File: config.mk
export PLATFORM = sky130hd
export DESIGN_NAME = stuff_tx
export DESIGN_NICKNAME = d
export VERILOG_FILES = /design/src/rtl/stuff_tx.sv
export SDC_FILE = /design/constraint.sdc
export NUM_CORES = 1
export LEC_CHECK = 0
export CELL_PAD_IN_SITES_DETAIL_PLACEMENT = 0
export CELL_PAD_IN_SITES_GLOBAL_PLACEMENT = 2
export CORE_MARGIN = 10
export CORE_UTILIZATION = 32
export CTS_CLUSTER_SIZE = 14
export DETAILED_ROUTE_END_ITERATION = 10
export PLACE_DENSITY_LB_ADDON = 0.1
export SLEW_MARGIN = 0
export SYNTH_ARGS = -nofsm -noshare
export SYNTH_HDL_FRONTEND = slang
export SYNTH_SLANG_ARGS = --single-unit
export TNS_END_PERCENT = 1
File: constraint.sdc
create_clock -name clk -period 3.6 [get_ports clk]
set_clock_uncertainty 0.05 [all_clocks]
set_input_delay 0.72 -clock clk [delete_from_list [all_inputs] [get_ports clk]]
set_output_delay 0.72 -clock clk [all_outputs]
set_load 0.01 [all_outputs]
File: src/rtl/stuff_tx.sv
// Serial bit-stuffing transmitter: shifts a WIDTH-bit word out MSB first and inserts a 0 after MAX_RUN consecutive 1s.
// Latency: first data bit on y one cycle after load is accepted; a word takes WIDTH + (stuffed bits) cycles.
// Backpressure: ready is high only in IDLE; load while busy is ignored and din is not sampled.
module stuff_tx #(
  parameter int WIDTH   = 8,
  parameter int MAX_RUN = 2
) (
  input  logic             clk,
  input  logic             rst,
  input  logic [WIDTH-1:0] din,
  input  logic             load,
  output logic             ready,
  output logic             y,
  output logic             y_vld,
  output logic             stuffed,
  output logic             done
);

  // Counter widths sized for 0..WIDTH-1 and 0..MAX_RUN
  localparam int BW = (WIDTH > 1) ? $clog2(WIDTH) : 1;
  localparam int RW = (MAX_RUN > 0) ? $clog2(MAX_RUN + 1) : 1;

  localparam logic [BW-1:0] BIT_LAST = BW'(WIDTH - 1);
  localparam logic [RW-1:0] RUN_LAST = RW'(MAX_RUN - 1);

  typedef enum logic [1:0] {
    IDLE  = 2'd0,
    SEND  = 2'd1,
    STUFF = 2'd2
  } state_t;

  state_t           state;
  state_t           state_nxt;
  logic [WIDTH-1:0] sreg;
  logic [BW-1:0]    bit_cnt;
  logic [RW-1:0]    run_cnt;

  logic cur_bit;
  logic last_bit;
  logic run_full;

  // Bit currently on the line, end-of-word and "this 1 completes a full run"
  assign cur_bit  = sreg[WIDTH-1];
  assign last_bit = (bit_cnt == BIT_LAST);
  assign run_full = cur_bit && (run_cnt == RUN_LAST);

  // State register
  always_ff @(posedge clk or negedge rst) begin
    if (!rst) begin
      state <= IDLE;
    end else begin
      state <= state_nxt;
    end
  end

  // Next-state logic; the last bit of a word never triggers a stuff
  always_comb begin
    state_nxt = IDLE;
    case (state)
      IDLE: begin
        state_nxt = load ? SEND : IDLE;
      end
      SEND: begin
        if (last_bit) begin
          state_nxt = IDLE;
        end else if (run_full) begin
          state_nxt = STUFF;
        end else begin
          state_nxt = SEND;
        end
      end
      STUFF: begin
        state_nxt = SEND;
      end
      default: begin
        state_nxt = IDLE;
      end
    endcase
  end

  // Output decode from state and counters
  always_comb begin
    ready   = 1'b1;
    y       = 1'b0;
    y_vld   = 1'b0;
    stuffed = 1'b0;
    done    = 1'b0;
    case (state)
      SEND: begin
        ready = 1'b0;
        y     = cur_bit;
        y_vld = 1'b1;
        done  = last_bit;
      end
      STUFF: begin
        ready   = 1'b0;
        y_vld   = 1'b1;
        stuffed = 1'b1;
      end
      default: begin
        ready = 1'b1;
      end
    endcase
  end

  // Datapath: shift register, bit counter and run-of-ones counter
  always_ff @(posedge clk or negedge rst) begin
    if (!rst) begin
      sreg    <= '0;
      bit_cnt <= '0;
      run_cnt <= '0;
    end else begin
      case (state)
        IDLE: begin
          run_cnt <= '0;
          if (load) begin
            sreg    <= din;
            bit_cnt <= '0;
          end
        end
        SEND: begin
          sreg    <= {sreg[WIDTH-2:0], 1'b0};
          bit_cnt <= last_bit ? '0 : bit_cnt + 1'b1;
          run_cnt <= cur_bit ? run_cnt + 1'b1 : '0;
        end
        STUFF: begin
          run_cnt <= '0;
        end
        default: begin
          run_cnt <= '0;
        end
      endcase
    end
  end

endmodule

======== After elaboration in Yosys (flattened, before gate mapping) ========
Index checks and enable logic that the tools add are counted.
word-level totals
  logic and storage cells ................. 32
  input bits .............................. 11
  output and inout bits ................... 5
  register bits ........................... 15
cells by class
  reductions and logical operators ........ 5
  equality and inequality tests ........... 5
  add/subtract/negate cells ............... 2
  multiplexer cells ....................... 16
operator list
  cell                                                                    count
  8-bit case mux with 2 select lines                                      1
  2-bit 2-to-1 mux                                                        4
  8-bit 2-to-1 mux                                                        1
  1-bit 2-to-1 mux                                                        6
  3-bit 2-to-1 mux                                                        2
  2-bit case mux with 3 select lines                                      1
  3-bit case mux with 2 select lines                                      1
  2-bit by 1-bit equality test with 1-bit output (second input constant)  2
  3-bit by 1-bit adder with 3-bit output (second input constant)          1
  3-bit equality test (second input constant)                             1
  2-bit by 1-bit adder with 2-bit output (second input constant)          1
  2-bit equality test (second input constant)                             1
  2-bit logical NOT                                                       1
  2-bit inequality test (second input constant)                           1
  2-bit AND reduction                                                     1
  2-bit nonzero test                                                      1
  2-bit OR reduction                                                      1
  1-bit logical AND                                                       1

======== Longest topological paths before layout ========
Gate-level depths: netlist (run 1).
  depth in word-level cells ............... 5
  gate-level depth with buffers ........... 6
  mapped depth without buffers ............ 5

======== Worst setup path before layout (run 1) ========
Ideal clock, no wire load.
  path kind ............................... reg2out
  from .................................... register state[1]
  to ...................................... output y
  buffers on the path ..................... 1
  data required time ...................... 2830 ps
  stages on the path, launching flop included .. 6
  path slack .............................. 1774 ps
  data arrival time ....................... 1056 ps
  path through ............................ dfrtp_1 -> inv_1 -> ha_1 -> buf_4 -> nand2_1 -> inv_1
between the ends
  cells in the longest elaborated chain, start to end .. 2
ends and longest elaborated chain
  what                                            line  RTL
  from (decl)                                     32    state_t state;
  from (signal assigned)                          52    state <= state_nxt;
  2-bit by 1-bit equality test with 1-bit output  88    case (state)
  1-bit 2-to-1 mux                                88
  to (decl)                                       13    output logic y,
No other way between the ends.

======== Final worst setup path (run 1) ========
Ends and elaborated chain as after synthesis.

==> impl_metrics.env, run 1 <==
export IMPL_min_path_type="register to register"
export IMPL_final_cell_area_um2=964.7
export IMPL_routed_wl_um=1425
export IMPL_fp_dieH_um=68.56
export IMPL_fin_total_pwr_uw=730.5
export IMPL_cts_setup_buffers=0
export IMPL_max_vdd_ir_drop_mv=0.3591
export IMPL_cts_root_buffer="clkbuf_4"
export IMPL_rsz0062_at_grt="false"
export IMPL_drv_cap=0
export IMPL_ios=16
export IMPL_syn_to_final_growth_pct=27.86
export IMPL_numCtsBuffers=3
export IMPL_start_util_pct=33.78
export IMPL_cp_required_ns=2.83
export IMPL_layout_common_cells="dfrtp_1 (15), clkdlybuf4s50_1 (15), nand2_1 (14)"
export IMPL_place_gp_congestion=0.6052
export IMPL_ys_seq_elements=15
export IMPL_dp_hpwl_um=1083
export IMPL_vias_per_cell=4.542
export IMPL_powerDensity_mw_per_mm2=757.3
export IMPL_postSynthAreaPerCell_um2=10.20
export IMPL_tightest_slew_ns=0.6677
export IMPL_final_nets=111
export IMPL_synth_top_area_share_pct=49.75
export IMPL_clk_insertion_delay_late_ns=0.28
export IMPL_final_util_pct=43.19
export IMPL_drive_gt1_share_pct=7.609
export IMPL_clk_path_buf_depth=2
export IMPL_fp_dieW_um=68.56
export IMPL_fin_crit_sh_pct=71.30
export IMPL_grt_max_degree=21
export IMPL_timing_final_hold_violations=0
export IMPL_synth_area_leaders="dfrtp_1 (50%), ha_1 (12%), mux2i_1 (11%), nand2_1 (7.0%), o21ai_0 (6.0%)"
export IMPL_synth_area_um2=754.5
export IMPL_clkSinkCount=15
export IMPL_dr_pass1_iters=4
export IMPL_setup_violations=0
export IMPL_seqCellArea_um2=375.4
export IMPL_critical_path_arrival_ns=1.80
export IMPL_drc=0
export IMPL_first_iter_violations=10
export IMPL_final_setup_tns_ns=0
export IMPL_crit_type="register to primary output"
export IMPL_ys_seq_area_share_pct=49.75
export IMPL_wl_per_cell_um=11.88
export IMPL_drtAntennaViolNets=0
export IMPL_placed_area_um2=937.1
export IMPL_grt_use_total_pct=7.406
export IMPL_synth_nets=92
export IMPL_fmax_mhz=389.6
export IMPL_crit_fanout=7
export IMPL_run_status="complete, no violations"
export IMPL_startpoint_type="register"
export IMPL_gr_total_overflow=0
export IMPL_antenna_found_initial=0
export IMPL_cts_tree="built"
export IMPL_h_tree_depth=1
export IMPL_min_period_ns=2.567
export IMPL_cts_resized=0
export IMPL_synthCells=74
export IMPL_grt_pass1_wl_um=2580
export IMPL_design_die_area_mm2=0.004700
export IMPL_core_mm2=0.002233
export IMPL_clk_pin_slew_worst_paths_ns=0.09
export IMPL_slew_headroom_pct=55.35
export IMPL_finalMaxSlewViolations=0
export IMPL_grt_pass1_vias=550
export IMPL_fillers=233
export IMPL_multi_input_area_um2=342.8
export IMPL_ys_types=18
export IMPL_vias=545
export IMPL_diodes=0
export IMPL_p_leak_nw=0.4761
export IMPL_yosys_warnings=0
export IMPL_endpoint_kind="primary output"
export IMPL_synth_top_area_cell="dfrtp_1"
export IMPL_cts_hold_buf=0
export IMPL_fp_row_count=17
export IMPL_portBuffers=15
[kinds of logic (layout without fill, tap and decap cells)]
| family | count (synthesis) | after routing | share of synthesized area [%] |
|---|---|---|---|
| mux | 8 | 8 | 10.61 |
| compound gates | 14 | 14 | 9.951 |
| simple gates | 22 | 22 | 13.27 |
| fa+ha+maj | 7 | 7 | 11.61 |
| flops | 15 | 15 | 49.75 |
| buf+inv | 8 | 26 | 4.810 |
[power breakdown]
| group | internal [mW] | leakage, nW | switching, mW |
|---|---|---|---|
| sequential | 0.237 | 0.193 | 0.0392 |
| clock | 0.0412 | 0.0177 | 0.0554 |
| combinational | 0.172 | 0.266 | 0.186 |
[per-stage QoR]
stage	hold WS, ns	std cells	setup slack (ns)
floorplan	0.3595	74	1.774
global placement	0.3744	116	1.357
detailed placement	0.3778	116	1.344
CTS	0.3908	120	1.003
global route	0.4442	120	0.8724
finish	0.3895	120	1.033
[cell usage after synthesis]
cell	count
nor3_2	1
o21ai_0	9
mux2i_1	8
and2_1	1
a31oi_1	1
nand2_1	14
a21o_1	1
ha_1	7
o22ai_1	1
nor2_1	2
nor3_1	1
dfrtp_1	15
buf_4	1
nor2b_1	1
nand2b_1	2
buf_2	2
inv_1	5
a21oi_1	2
[sequential cells by signal (all words and copies together), names as in the netlist]
register  cells
sreg          8
bit_cnt       3
run_cnt       2
state         2
[worst max-delay path, cell delays in order, from the launching register on]
cell and delay (ns):
dfrtp_1 0.42, inv_1 0.08, ha_1 0.29, nand2_1 0.13, inv_1 0.07, clkdlybuf4s50_1 0.53
[metal layers]
layer | vias up | global-route usage (%) | wire length (um)
li1 | 285 | - | -
met4 | 0 | 4.523 | 16
met3 | 2 | 2.576 | 74
met2 | 8 | 10.71 | 663
met5 | - | 0 | 0
met1 | 250 | 9.219 | 670
[path summary, 6_finish.rpt]
kind	depth (start not counted)	start	endpoint	slack [ns]
max in group asynchronous	1	rst	sreg[2]$_DFFE_PN0P_	2.29
setup / recovery	5	state[1]$_DFF_PN0_	y	1.03
setup reg to reg	7	state[1]$_DFF_PN0_	bit_cnt[0]$_DFFE_PN0P_	1.92
min in group asynchronous	1	rst	run_cnt[1]$_DFF_PN0_	0.79
hold / removal	1	run_cnt[0]$_DFF_PN0_	run_cnt[0]$_DFF_PN0_	0.39
hold reg to reg	1	run_cnt[0]$_DFF_PN0_	run_cnt[0]$_DFF_PN0_	0.39
[cell type report]
type                    count  share of cell area [%]
clock buffers               3                   2.335
clock inverters             1                  0.5188
inverters                   5                   1.946
multi-input cells          51                   35.54
flip-flops and latches     15                   38.91
well taps                  28                   3.632
repair buffers             17                   17.12
Power figures use the tool's default switching activity.
==> run 2, diff against run 1 <==
--- a/config.mk
+++ b/config.mk
@@ -8,7 +8,7 @@
 export CELL_PAD_IN_SITES_DETAIL_PLACEMENT = 0
 export CELL_PAD_IN_SITES_GLOBAL_PLACEMENT = 2
 export CORE_MARGIN = 10
-export CORE_UTILIZATION = 32
+export CORE_UTILIZATION = 30
 export CTS_CLUSTER_SIZE = 14
 export DETAILED_ROUTE_END_ITERATION = 10
 export PLACE_DENSITY_LB_ADDON = 0.1
==> constraint.sdc (replaced) <==
create_clock -name clk -period 2.5 [get_ports clk]
set_clock_uncertainty 0.05 [all_clocks]
set_input_delay 0.5 -clock clk [delete_from_list [all_inputs] [get_ports clk]]
set_output_delay 0.5 -clock clk [all_outputs]
set_load 0.01 [all_outputs]
==> run 2 against run 1 <==
Against the previous run:
- sequential share of layout area shrank 0.050 points
- via count is 0.73% lower
- global-route usage decreased by 0.85 points
- count of clock-buffer cells in the layout grew 1
- critical path depth fell by 1
- cell count grew 1.7%
- worst hold slack worse by 0.0058 ns
- non-clock buffer count did not move
==> impl_metrics.env, run 2 (synthesis gave the netlist of run 1 again) <==
export IMPL_largest_register="sreg"
export IMPL_seqCellArea_um2=375.4
export IMPL_syn_to_final_growth_pct=28.03
export IMPL_run_status="complete, no violations"
export IMPL_worstRegToRegCells=7
export IMPL_dp_hpwl_um=1090
export IMPL_p_int_uw=648.9
export IMPL_antenna_found_initial=0
export IMPL_slew_headroom_pct=53.74
export IMPL_final_nets=111
export IMPL_crit_top_cell="ha_1"
export IMPL_vias_per_cell=4.434
export IMPL_cts_resized=0
export IMPL_clkSinkCount=15
export IMPL_grt_pass1_vias=561
export IMPL_layout_common_cells="dfrtp_1 (15), clkdlybuf4s50_1 (15), nand2_1 (14)"
export IMPL_timing_rr_end="bit_cnt[0]$_DFFE_PN0P_"
export IMPL_clk_path_buf_depth=2
export IMPL_critPathCapture="done"
export IMPL_cp_depth=4
export IMPL_diodes=0
export IMPL_switching_share_pct=37.90
export IMPL_gr_total_overflow=0
export IMPL_h_tree_depth=1
export IMPL_critical_path_arrival_ns=1.71
export IMPL_fin_total_pwr_mw=1.045
export IMPL_vias=541
export IMPL_finalMaxSlewViolations=0
export IMPL_cts_setup_buffers=0
export IMPL_tightest_slew_ns=0.6917
export IMPL_max_stage_delay_ns=0.48
export IMPL_drtAntennaViolNets=0
export IMPL_routed_wl_um=1433
export IMPL_cp_top_family="buffers and inverters"
export IMPL_multi_input_area_um2=342.8
export IMPL_slowest_stage="clkdlybuf4s50_1"
export IMPL_cts_hold_buf=0
export IMPL_rrSetupSlack_ns=0.90
export IMPL_rsz0062_at_grt="false"
export IMPL_portBuffers=15
export IMPL_p_leak_nw=0.4734
export IMPL_drv_cap=0
export IMPL_top_regs="sreg x8, bit_cnt x3"
export IMPL_grt_use_total_pct=6.552
export IMPL_power_frac_clock_pct=12.8
export IMPL_cp_required_ns=1.95
export IMPL_r2r_start="state[1]$_DFF_PN0_"
export IMPL_fin_crit_sh_pct=90.56
export IMPL_clk_pin_slew_worst_paths_ns=0.08
export IMPL_first_iter_violations=22
export IMPL_dr_pass1_iters=4
export IMPL_design_die_area_mm2=0.004921
export IMPL_drive_gt1_share_pct=6.522
export IMPL_place_gp_congestion=0.6789
export IMPL_min_path_type="register to register"
export IMPL_endpoint_kind="primary output"
export IMPL_largest_reg_flops=8
export IMPL_path_cells="ha_1 -> ha_1 -> and2_1 -> clkdlybuf4s50_1"
export IMPL_ios=16
export IMPL_fmax_mhz=441.7
export IMPL_grt_pass1_wl_um=2615
export IMPL_clk_insertion_delay_late_ns=0.27
export IMPL_timing_final_hold_violations=0
export IMPL_start_util_pct=31.02
export IMPL_final_setup_tns_ns=0
export IMPL_setup_violations=0
export IMPL_core_mm2=0.002432
export IMPL_fp_dieH_um=70.15
export IMPL_p_sw_uw=396.1
export IMPL_crit_fanout=3
export IMPL_startpoint="bit_cnt[0]$_DFFE_PN0P_"
export IMPL_cts_tree="built"
export IMPL_grt_max_degree=21
export IMPL_fp_row_count=18
export IMPL_max_vdd_ir_drop_mv=0.6205
export IMPL_p_comb_share_pct=49.3
export IMPL_fp_dieW_um=70.15
export IMPL_seq_power_share_pct=37.9
export IMPL_startpoint_type="register"
export IMPL_fillers=241
export IMPL_cts_root_buffer="clkbuf_4"
export IMPL_min_period_ns=2.264
export IMPL_drc=0
export IMPL_powerDensity_mw_per_mm2=1082
export IMPL_crit_type="register to primary output"
export IMPL_wl_per_cell_um=11.75
export IMPL_critPathBufInv=1
export IMPL_numCtsBuffers=3
==> run 2: how the worst min path moves through the flow <==
| stage | from | endpoint | slack (ns) | depth (start not counted) |
|---|---|---|---|---|
| 2_1_floorplan | rst | bit_cnt[0]$_DFFE_PN0P_ | 0.15 | 0 |
| 3_3_place_gp | run_cnt[0]$_DFF_PN0_ | run_cnt[0]$_DFF_PN0_ | 0.37 | 1 |
| 3_5_place_dp | run_cnt[0]$_DFF_PN0_ | run_cnt[0]$_DFF_PN0_ | 0.38 | 1 |
| 4_1_cts | run_cnt[0]$_DFF_PN0_ | run_cnt[0]$_DFF_PN0_ | 0.39 | 1 |
| 5_1_grt | run_cnt[0]$_DFF_PN0_ | run_cnt[0]$_DFF_PN0_ | 0.43 | 1 |
| 6_report | run_cnt[0]$_DFF_PN0_ | run_cnt[0]$_DFF_PN0_ | 0.38 | 1 |
==> run 2: metrics by stage <==
stage	instances	hold WS [ns]	setup WS (ns)	util (%)	area, um2
after floorplan	74	0.1544	0.8944	-	754.5
after global placement	118	0.3710	0.5618	38.63	939.7
after detailed placement	118	0.3768	0.5290	38.63	939.7
after CTS	122	0.3888	0.2069	39.71	965.9
after global routing	122	0.4338	0.1413	39.71	965.9
final	122	0.3837	0.2359	39.71	965.9
==> run 2: final cells by class <==
class | count | area share [%]
Sequential cell | 15 | 38.86
Inverter | 5 | 1.943
Multi-Input combinational cell | 51 | 35.49
Clock buffer | 4 | 2.720
Tap cell | 30 | 3.886
Timing Repair Buffer | 17 | 17.10
==> run 2: power groups by stage <==
stage / sequential (mW) / combinational, mW / clock (mW)
floorplan: 0.389 / 0.375 / 0
global placement: 0.400 / 0.529 / 0
detailed placement: 0.403 / 0.533 / 0
CTS: 0.398 / 0.534 / 0.142
global route: 0.411 / 0.590 / 0.158
finish: 0.396 / 0.516 / 0.134
==> run 2: routing by layer <==
layer / up-vias / global-route usage (%) / routed length, um
li1: 281 / - / -
met1: 243 / 8.734 / 793
met2: 13 / 8.661 / 559
met3: 4 / 2.260 / 46
met4: 0 / 3.947 / 34
met5: - / 0 / 0
==> run 3, diff against run 2 <==
==> constraint.sdc (replaced) <==
create_clock -name clk -period 2.51 [get_ports clk]
set_clock_uncertainty 0.05 [all_clocks]
set_input_delay 0.502 -clock clk [delete_from_list [all_inputs] [get_ports clk]]
set_output_delay 0.502 -clock clk [all_outputs]
set_load 0.01 [all_outputs]
==> results of run 3 <==
The final DEF is identical to that of run 2. Status: complete, no violations.
Main changes from that run: setup slack after placement 0.5290 ns -> 0.5370 ns; setup slack after layout 0.2359 ns -> 0.2439 ns; register-to-register setup slack 0.90 ns -> 0.91 ns; total power 1.045 mW -> 1.041 mW; worst IR drop on VDD 0.6205 mV -> 0.6181 mV
==> variant 1: new RTL, config.mk and constraints of run 1 <==
Re-encode `state_t` (3 states) as one-hot, 3 bits wide.
--- a/src/rtl/stuff_tx.sv
+++ b/src/rtl/stuff_tx.sv
@@ -24,8 +24,8 @@
   localparam logic [RW-1:0] RUN_LAST = RW'(MAX_RUN - 1);
 
-  typedef enum logic [1:0] {
-    IDLE  = 2'd0,
-    SEND  = 2'd1,
-    STUFF = 2'd2
+  typedef enum logic [2:0] {
+    IDLE  = 3'b001,
+    SEND  = 3'b010,
+    STUFF = 3'b100
   } state_t;
 
Behaviour: same outputs for any inputs over 10 cycles, from zero or initial values and one cycle with rst low; not proved beyond that.
==> variant 1 against run 1 <==
  * Area after synthesis up 18%
  * Critical path type unchanged
  * Largest power group is now sequential cells
  * Total power is 4.1% lower
  * Cell count is 12% higher
  * Count of clock-buffer cells in the layout rose by 1
  * Cell area is 11% higher
  * Synthesized cell count grew 24%
  * Clock power grew 8%
  * Setup slack worse by 0.30 ns
  * Via count is 29% higher
  * Sequential cell count grew 1
  * Routed wire length rose by 40%
  * Highest routed layer unchanged
  * Die area increased by 13%
==> variant 1: results (changes against run 1) <==
metric;value;unit;change
hpwl;1405;um;was 1083 um
peakVddDrop;0.4386;mV;was 0.3591 mV
place_congestion;0.7557;;was 0.6052
async_flop_share;100.0;%;unchanged
cp.arrival;2.10;ns;was 1.80 ns
synth_xor_area_share;0;%;unchanged
grt_pass1_wl;3560;um;was 2580 um
r2r-end;sreg[6];;was bit_cnt[0]
wire_per_inst;14.86;um;was 11.88 um
synth.area.top_cells;dfrtp_1 (42%), o32ai_1 (8.8%), nor2_1 (6.7%);;was dfrtp_1 (50%), ha_1 (12%), mux2i_1 (11%)
status;completed;;unchanged
grtUsageTotal;8.529;%;was 7.406%
cts_buffers;3;;unchanged
final_nets;118;;was 111
synth-seq-area-share;44.96;%;was 49.75%
drive_gt1_share;5.825;%;was 7.609%
reg2regPathDepth;3;;was 7
pwr-share-comb;37.9;%;was 49.0%
ys_top_cells_by_count;nor2_1 (16), dfrtp_1 (15), nand2b_1 (9), o32ai_1 (9), o31ai_1 (7);;was dfrtp_1 (15), nand2_1 (14), o21ai_0 (9)
first_global_vias;753;;was 550
synthAdderAreaFrac;4.202;%;was 11.61%
place_area;0.001041;mm^2;was 937.1 um^2
r2r-start;state[2];;was state[1]
p_leak;0.4295;nW;was 0.4761 nW
slowest_delay;0.63;ns;was 0.53 ns
ys.flop_type;dfrtp_1;;unchanged
yosys-mux-area-fraction;0;%;was 10.61%
pwr-share-seq;47.2;%;was 37.8%
grt_max_degree;26;;was 21
p_comb;0.266;mW;was 0.358 mW
synth_cell_types;26;;was 18
reg_top3;sreg: 8 flops, bit_cnt: 3 flops, state: 3 flops;;was sreg: 8 flops, bit_cnt: 3 flops
syn-num-nets;106;;was 92
startpoint;state[0];;was state[1]
crit_end;ready;;was y
rrSetupSlack;1.99;ns;was 1.92 ns
yosysWarnings;0;;unchanged
synth-compound-area-share;22.55;%;was 9.950%
switchingPower;0.2602;mW;was 0.2809 mW
cts.path.max_buffers;2;;unchanged
slowest_stage;dfstp_2;;was clkdlybuf4s50_1
cp_max_fo;11;;was 7
max_freq;348.6;MHz;was 389.6 MHz
drt_first_pass_iters;4;;unchanged
cts_root_buffer;clkbuf_4;;unchanged
worst-slew-pin-transition;0.7521;ns;was 0.6677 ns
post-place-ws;1.035;ns;was 1.344 ns
vias;704;;was 545
drt-initial-drc-count;33;;was 10
==> variant 1: changes by cell type after synthesis, moves of 2 or more <==
cell,delta
a21oi_1,+2
o32ai_1,+9
o21ai_0,-9
nand2b_1,+7
a22o_1,+3
ha_1,-4
o31ai_1,+7
clkbuf_1,+3
inv_1,-2
nor2_1,+14
nor3b_2,+2
nand2_1,-12
mux2i_1,-8
==> variant 1: cell type report <==
| type | count | area [um^2] |
|---|---|---|
| multi-input combinational | 65 | 439.2 |
| clock buffer | 4 | 26.28 |
| inverter | 3 | 11.26 |
| fill | 288 | 1643 |
| sequential | 16 | 401.6 |
| timing repair buffer | 15 | 150.1 |
| tap | 31 | 38.79 |
==> variant 1: critical path, delay by kind of cell (launching register included) <==
family	cells	cell delay [ns]
AOI/OAI and AO/OA	1	0.16
buffers and inverters	2	0.61
DFF	1	0.63
and+or+nand+nor	1	0.40
==> variant 1: worst min-delay path by stage <==
stage / from / endpoint / slack, ns / depth (start not counted)
final: run_cnt[0] / run_cnt[0] / 0.39 / 1
after global routing: run_cnt[0] / run_cnt[0] / 0.42 / 1
after CTS: run_cnt[0] / run_cnt[0] / 0.39 / 1
after detailed placement: run_cnt[0] / run_cnt[0] / 0.38 / 1
after global placement: run_cnt[0] / run_cnt[0] / 0.38 / 1
after floorplan: run_cnt[0] / run_cnt[0] / 0.36 / 1
==> variant 1: routing by layer <==
layer	track usage (%)	vias to the layer above	part of all wire, %
met2	13.58	13	44
met1	9.802	327	47
met4	1.899	0	0.95
met5	0	-	0
met3	4.626	2	8.0
li1	-	362	-
==> variant 1: metrics by stage <==
step                      hold slack, ns  cells  util, %
after floorplan                   0.3599     92        -
after global placement            0.3779    130    38.41
after CTS                         0.3942    134    39.38
after detailed placement          0.3802    130    38.41
final                             0.3853    134    39.38
after global routing              0.4215    134    39.38
==> variant 2: new RTL, flow settings as in run 1 <==
Without the edit above. `MAX_RUN`: 2 -> 4.
--- a/src/rtl/stuff_tx.sv
+++ b/src/rtl/stuff_tx.sv
@@ -4,5 +4,5 @@
 module stuff_tx #(
   parameter int WIDTH   = 8,
-  parameter int MAX_RUN = 2
+  parameter int MAX_RUN = 4
 ) (
   input  logic             clk,
Check against the original RTL: not equivalent (a bounded check fails within 4 cycles, from zero or initial values and one cycle with rst low).
==> variant 2 against run 1 <==
  * Critical path depth unchanged
  * Routed wire length up 2.9%
  * Count of clock-buffer cells in the layout rose by 1
  * Area after synthesis grew 9.6%
  * Sequential cell count rose by 1
  * Setup slack lost 0.43 ns
  * Total power shrank 7.4%
  * Cell area is 4.7% higher
  * Core utilization is 2.4 points lower
  * Global-route usage down 1.1 points
==> variant 2: results (changes against run 1) <==
metric;value;unit;change
vias_per_cell;4.407;;was 4.542
synth.area.top_cells;dfrtp_1 (48%), ha_1 (12%), mux2i_1 (8.5%);;was dfrtp_1 (50%), ha_1 (12%), mux2i_1 (11%)
final_nets;113;;was 111
routed_wl;1466;um;was 1425 um
drive_gt1_share;6.452;%;was 7.609%
drt_first_pass_iters;4;;unchanged
place_area;973.4;um^2;was 937.1 um^2
clk_latency;0.29;ns;
drt-initial-drc-count;51;;was 10
slew_headroom;37.30;%;was 55.35%
pwr-share-comb;41.0;%;was 49.0%
r2r-end;sreg[3];;was bit_cnt[0]
status;completed;;unchanged
cp_max_fo;15;;was 7
p_leak;0.5113;nW;was 0.4761 nW
place_congestion;0.6335;;was 0.6052
peakVddDrop;0.2672;mV;was 0.3591 mV
cts_buffers;3;;unchanged
synth_cell_types;21;;was 18
slowest_stage;ha_1;;was clkdlybuf4s50_1
dpl.cell_count;119;;was 116
yosys-mux-area-fraction;10.14;%;was 10.61%
hold_class;register to register;;unchanged
grtUsageTotal;6.326;%;was 7.406%
rrSetupSlack;1.45;ns;was 1.92 ns
cp.arrival;2.22;ns;was 1.80 ns
synth-compound-area-share;9.077;%;was 9.950%
sw_frac_of_total;35.40;%;was 38.45%
synthAdderAreaFrac;12.10;%;was 11.61%
whs;0.3970;ns;was 0.3895 ns
post-place-ws;0.9094;ns;was 1.344 ns
wire_per_inst;11.92;um;was 11.88 um
first_global_vias;599;;was 550
syn-num-nets;97;;was 92
slowest_delay;0.63;ns;was 0.53 ns
hp-start;run_cnt[0];;unchanged
ys_top_cells_by_count;dfrtp_1 (16), nand2_1 (14), ha_1 (8), o21ai_0 (8), mux2i_1 (7);;was dfrtp_1 (15), nand2_1 (14), o21ai_0 (9)
power;0.6763;mW;was 0.7305 mW
reg2regPathDepth;4;;was 7
reg_top3;sreg: 8 flops, bit_cnt: 3 flops, run_cnt: 3 flops;;was sreg: 8 flops, bit_cnt: 3 flops
synth-seq-area-share;48.41;%;was 49.75%
hpwl;1065;um;was 1083 um
grt_pass1_wl;2622;um;was 2580 um
power_clock;0.119;mW;was 0.0965 mW
syn_area_per_cell;10.60;um^2;was 10.20 um^2
## variant 2: kinds of logic after synthesis
family | after synthesis
adders and majority gates | 8
muxes | 8
DFF | 16
buffers and inverters | 9
and+or+nand+nor | 23
AOI/OAI and AO/OA | 14
## variant 2: layout make-up
type                       count  area (um^2)
fill                         261         1468
sequential                    16        400.4
multi-input combinational     53        366.6
timing repair buffer          15        150.1
tap                           30        37.54
clock buffer                   4        36.28
inverter                       5        18.77
## variant 2: how the worst max path moves through the flow
stage	startpoint	end	slack, ns
after CTS	state[1]	y	0.57
after detailed placement	state[1]	y	0.91
after global routing	state[1]	y	0.42
after global placement	state[1]	y	0.94
final	state[1]	y	0.61
after floorplan	state[1]	y	1.79
## variant 2: per-layer routing
layer | up-vias | GRT usage [%] | routed length, um
li1 | 291 | - | -
met1 | 239 | 7.446 | 742
met2 | 10 | 9.990 | 651
met3 | 2 | 3.347 | 59
met4 | 0 | 1.290 | 12
met5 | - | 0 | 0
